<file path="config.mk">
export PLATFORM = sky130hd
export DESIGN_NAME = regfile_scoreboard
export DESIGN_NICKNAME = d
export VERILOG_FILES = /design/src/rtl/regfile_scoreboard.sv
export SDC_FILE = /design/constraint.sdc
export NUM_CORES = 2
export LEC_CHECK = 0
export CORE_ASPECT_RATIO = 1.25
export CORE_MARGIN = 1
export CORE_UTILIZATION = 36
export CTS_CLUSTER_SIZE = 40
export DETAILED_ROUTE_END_ITERATION = 10
export GPL_TIMING_DRIVEN = 0
export PLACE_DENSITY = 0.53
export SYNTH_ARGS = -nofsm -noshare
export SYNTH_HDL_FRONTEND = slang
export SYNTH_SLANG_ARGS = --single-unit
</file>
<file path="constraint.sdc">
create_clock -name clock -period 70.6 [get_ports clock]
set_input_delay 7.06 -clock clock [delete_from_list [all_inputs] [get_ports clock]]
set_output_delay 7.06 -clock clock [all_outputs]
set_load 0.1 [all_outputs]
</file>
<file path="src/rtl/regfile_scoreboard.sv">
// Integer register file with write-first bypass and a pending-write scoreboard
// that produces the decode issue-stall (ioIssue_ready) and a busy-register count.
module regfile_scoreboard #(
  parameter int REG_NUM_WIDTH = 5,
  parameter int REG_WIDTH     = 32
) (
  input  logic                     clock,
  input  logic                     reset,
  input  logic                     ioRegFile_ioRD_en,
  input  logic [REG_NUM_WIDTH-1:0] ioRegFile_ioRD_addr,
  input  logic [REG_WIDTH-1:0]     ioRegFile_ioRD_data,
  input  logic                     ioRegFile_ioRS1_en,
  input  logic [REG_NUM_WIDTH-1:0] ioRegFile_ioRS1_addr,
  output logic [REG_WIDTH-1:0]     ioRegFile_ioRS1_data,
  input  logic                     ioRegFile_ioRS2_en,
  input  logic [REG_NUM_WIDTH-1:0] ioRegFile_ioRS2_addr,
  output logic [REG_WIDTH-1:0]     ioRegFile_ioRS2_data,
  input  logic                     ioIssue_valid,
  input  logic                     ioIssue_rdEn,
  input  logic [REG_NUM_WIDTH-1:0] ioIssue_rdAddr,
  output logic                     ioIssue_ready,
  input  logic                     ioFlush,
  output logic [REG_NUM_WIDTH:0]   ioBusyCount
);

  localparam int NREG = 1 << REG_NUM_WIDTH;

  logic [REG_WIDTH-1:0]   regs_q [NREG];
  logic [NREG-1:0]        busy_q, busy_d;
  logic [REG_NUM_WIDTH:0] count_q, count_d;

  logic wr_ok;
  logic hz1, hz2, hzw, fire;

  assign wr_ok = ioRegFile_ioRD_en && (ioRegFile_ioRD_addr != '0);

  // Bypass is gated by reset so reads are 0 while reset is held.
  always_comb begin
    ioRegFile_ioRS1_data = '0;
    if (!reset && ioRegFile_ioRS1_addr != '0) begin
      if (wr_ok && ioRegFile_ioRD_addr == ioRegFile_ioRS1_addr)
        ioRegFile_ioRS1_data = ioRegFile_ioRD_data;
      else
        ioRegFile_ioRS1_data = regs_q[ioRegFile_ioRS1_addr];
    end
  end

  always_comb begin
    ioRegFile_ioRS2_data = '0;
    if (!reset && ioRegFile_ioRS2_addr != '0) begin
      if (wr_ok && ioRegFile_ioRD_addr == ioRegFile_ioRS2_addr)
        ioRegFile_ioRS2_data = ioRegFile_ioRD_data;
      else
        ioRegFile_ioRS2_data = regs_q[ioRegFile_ioRS2_addr];
    end
  end

  assign hz1 = ioRegFile_ioRS1_en && busy_q[ioRegFile_ioRS1_addr] &&
               !(ioRegFile_ioRD_en && ioRegFile_ioRD_addr == ioRegFile_ioRS1_addr);
  assign hz2 = ioRegFile_ioRS2_en && busy_q[ioRegFile_ioRS2_addr] &&
               !(ioRegFile_ioRD_en && ioRegFile_ioRD_addr == ioRegFile_ioRS2_addr);
  assign hzw = ioIssue_rdEn && busy_q[ioIssue_rdAddr] &&
               !(ioRegFile_ioRD_en && ioRegFile_ioRD_addr == ioIssue_rdAddr);

  assign ioIssue_ready = !(hz1 || hz2 || hzw);
  assign fire          = ioIssue_valid && ioIssue_ready;

  // Set is applied after clear so a new producer supersedes a same-cycle write-back.
  always_comb begin
    busy_d = busy_q;
    if (ioFlush) begin
      busy_d = '0;
    end else begin
      for (int i = 1; i < NREG; i++) begin
        if (ioRegFile_ioRD_en && ioRegFile_ioRD_addr == REG_NUM_WIDTH'(i))
          busy_d[i] = 1'b0;
        if (fire && ioIssue_rdEn && ioIssue_rdAddr == REG_NUM_WIDTH'(i))
          busy_d[i] = 1'b1;
      end
    end
    busy_d[0] = 1'b0;
  end

  always_comb begin
    count_d = '0;
    for (int i = 0; i < NREG; i++)
      count_d = count_d + {{REG_NUM_WIDTH{1'b0}}, busy_d[i]};
  end

  always_ff @(posedge clock or posedge reset) begin
    if (reset) begin
      for (int i = 0; i < NREG; i++)
        regs_q[i] <= '0;
      busy_q  <= '0;
      count_q <= '0;
    end else begin
      if (wr_ok)
        regs_q[ioRegFile_ioRD_addr] <= ioRegFile_ioRD_data;
      busy_q  <= busy_d;
      count_q <= count_d;
    end
  end

  assign ioBusyCount = count_q;

endmodule

</file>
==> results.yml <==
synth:
  ys_ff_latch: 1061
  synth_cell_types: 55
  avgSynthCellArea_sq_um: 14.3
  syn_nets: 4178
  synth.most_common_cell: "mux2_2"
  synth_area_sq_mm: 0.0586
  yosysTopAreaCell: "dfrtp_1"
  syn_inst: 4088
  synth_top_area_share_pct: 45.3
  synth_seq_area_share_pct: 45.3
  synth_edf_count: 0
  netlist_top_cells_count: "1066 x mux2_2, 1061 x dfrtp_1, 462 x mux4_2, 272 x clkbuf_1, 231 x mux2i_1"
  async_reset_ff_share_pct: 100
  synthFlopType: "dfrtp_1"
  netlist_top_cells_area: "dfrtp_1 45%, mux2_2 20%, mux4_2 18%"
  yosysWarningCount: 0
power_and_ir_drop:
  p_clk_share_pct: 33.9
  powerDensity_mw_per_mm2: 28.1
  fin_total_pwr_mw: 1.88
  pwr-share-seq_pct: 42.6
  pwr-share-comb_pct: 23.4
  vdd_drop_max_mv: 0.0236
  power.switching_mw: 0.581
  sw_frac_of_total_pct: 30.9
  p_int_mw: 1.30
  leakagePower_nw: 28.4
timing:
  drv_slew: 130
  slew_headroom_pct: -12.7
  tightest_slew_ps: 1690
  fmax_mhz: 49.9
  fin_skew_ps: 24.0
  tns_ps: 0
  rsz0062_at_grt: "false"
  min_period_over_period_pct: 28.4
  finalHoldViolCount: 0
  setup_viol: 0
  period_needed_ps: 20030
drt:
  vias_per_cell: 6.48
  drt_iter0_drc: 5449
  drc: 6
  wl_per_cell_um: 40.9
  vias: 42980
  ant_nets: 0
  drt_first_pass_iters: 9
  wirelength_um: 271000
floorplan:
  fp.dieArea_sq_mm: 0.164
  die_x_um: 363
  start_util_pct: 36.2
  ioPinCount: 131
  die_h_um: 453
  coreArea_sq_mm: 0.162
  rows: 165
setup_path:
  cp_max_fo: 10
  critPathLaunchType: "input port"
  worstRegToRegCells: 23
  arrival_ps: 12970
  crit_type: "input port to primary output"
  critPathCaptureType: "primary output"
  worstPathRequired_ps: 63540
cts:
  clockRootBuffer: "clkbuf_16"
  postCtsSetupBuffers: 0
  htree_levels: 3
  clock_latency_ps: 780
  path_clk_slew_ps: 60
  holdBufCountCts: 0
  cts_tree: "yes"
  numClockSinks: 1061
  clockBufferDepth: 3
  numCtsBuffers: 114
  cts.repair.resized: 0
placement:
  place_congestion: 0.965
  hpwl_um: 183000
  port_buffers: 118
status:
  status: "finished, violations left"
  violations: "DRC, capacitance limit, slew limit"
global_route:
  grt_start_max_net_pins: 122
  antenna_found_initial: 20
  grt_pass1_vias: 42559
  grt_pass1_wl_um: 367000
  gr-total-overflow: 0
  grt_util_all_layers_pct: 33.0
hold_path:
  holdPathStages: 1
  hold_path_class: "flop to flop"
finish:
  drive_gt1_share_pct: 43.5
  layout.nets: 4433
  syn_to_final_growth_pct: 14.2
job:
  drv_cap: 14
-- cell type report --
cell class                      instances  area (sq um)
Antenna cell                           19          47.5
Buffer                                469          2030
Clock buffer                          175          3450
Clock inverter                         36           402
Fill cell                           15032         94700
Inverter                               37           146
Multi-Input combinational cell       2521         29900
Sequential cell                      1061         26600
Tap cell                             2171          2720
Timing Repair Buffer                  139          1640
-- state kept, by name, summed over array words and instances (netlist names) --
| signal | flops |
|---|---|
| regs_q | 1024 |
| ioBusyCount | 6 |
| busy_q | 31 |
-- stage by stage --
| stage | hold WS (ps) | area (sq um) | utilization [%] | std cells | setup WS, ps |
|---|---|---|---|---|---|
| final | 483 | 66900 | 41.4 | 6628 | 50570 |
| after global routing | 501 | 66900 | 41.4 | 6621 | 50380 |
| after detailed placement | 469 | 63000 | 39.0 | 6396 | 50590 |
| after global placement | 458 | 62500 | 38.6 | 6377 | 7300 |
| after CTS | 486 | 66800 | 41.3 | 6607 | 50600 |
| after floorplan | 445 | 58600 | - | 4088 | 28020 |
-- placed cells by master, fill, tap and decap left out, drive strengths merged, types with 19 or more instances in the layout --
| cell type | n |
|---|---|
| clkdlybuf4s50 | 118 |
| diode | 19 |
| inv | 41 |
| a22oi | 64 |
| a211oi | 32 |
| o21ai | 147 |
| clkinv | 24 |
| a32o | 32 |
| mux2i | 231 |
| nand4 | 26 |
| nand2 | 24 |
| mux4 | 464 |
| nor2 | 59 |
| fa | 23 |
| dfrtp | 1061 |
| nand3 | 83 |
| buf | 217 |
| a21oi | 67 |
| mux2 | 1066 |
| clkbuf | 448 |
| a221oi | 68 |
-- critical path: stages --
cell             delay, ps
clkdlybuf4s50_1        540
buf_2                  270
nor3_1                 500
nor3b_1                300
or2_2                  150
buf_1                  850
clkbuf_1               980
nor2_1                  80
a211oi_1               900
clkdlybuf4s50_1       1300
-- power groups by stage --
stage,Clock [mW],Sequential (mW),Combinational [mW]
floorplan,0,0.785,0.317
global placement,0,0.806,0.426
detailed placement,0,0.809,0.435
CTS,0.641,0.798,0.436
global route,0.663,0.816,0.459
finish,0.638,0.803,0.441
-- metal layers --
| layer | vias to the layer above | part of all wire [%] | global-route usage, % |
|---|---|---|---|
| met5 | - | 0.084 | 0.673 |
| li1 | 16342 | - | - |
| met1 | 23056 | 37 | 39.7 |
| met4 | 14 | 8.4 | 23.7 |
| met2 | 2655 | 45 | 50.7 |
| met3 | 913 | 9.5 | 9.04 |
-- final timing paths --
check / startpoint / endpoint / slack [ps]
min in group asynchronous: reset / regs_q[93] / 7020
worst max register to register: busy_q[6] / ioBusyCount[4] / 63390
worst max-delay path: ioRegFile_ioRD_addr[1] / ioRegFile_ioRS1_data[12] / 50570
max in group asynchronous: reset / regs_q[42] / 60730
worst min register to register: regs_q[1010] / regs_q[1010] / 480
worst min-delay path: regs_q[1010] / regs_q[1010] / 480
-- logic make-up (layout without fill, tap and decap cells) --
kind of cell,Yosys count,count (layout),share of synthesized area (%)
other,0,19,0
AO/OA/AOI/OAI,454,454,5.26
XOR/XNOR,18,18,0.269
buffers and inverters,506,856,3.60
AND/OR/NAND/NOR,258,258,2.32
multiplexers,1761,1761,42.3
adder cells (fa/ha/maj),30,30,0.936
flip-flops,1061,1061,45.3
No activity file was read; power rests on OpenSTA's default activity.
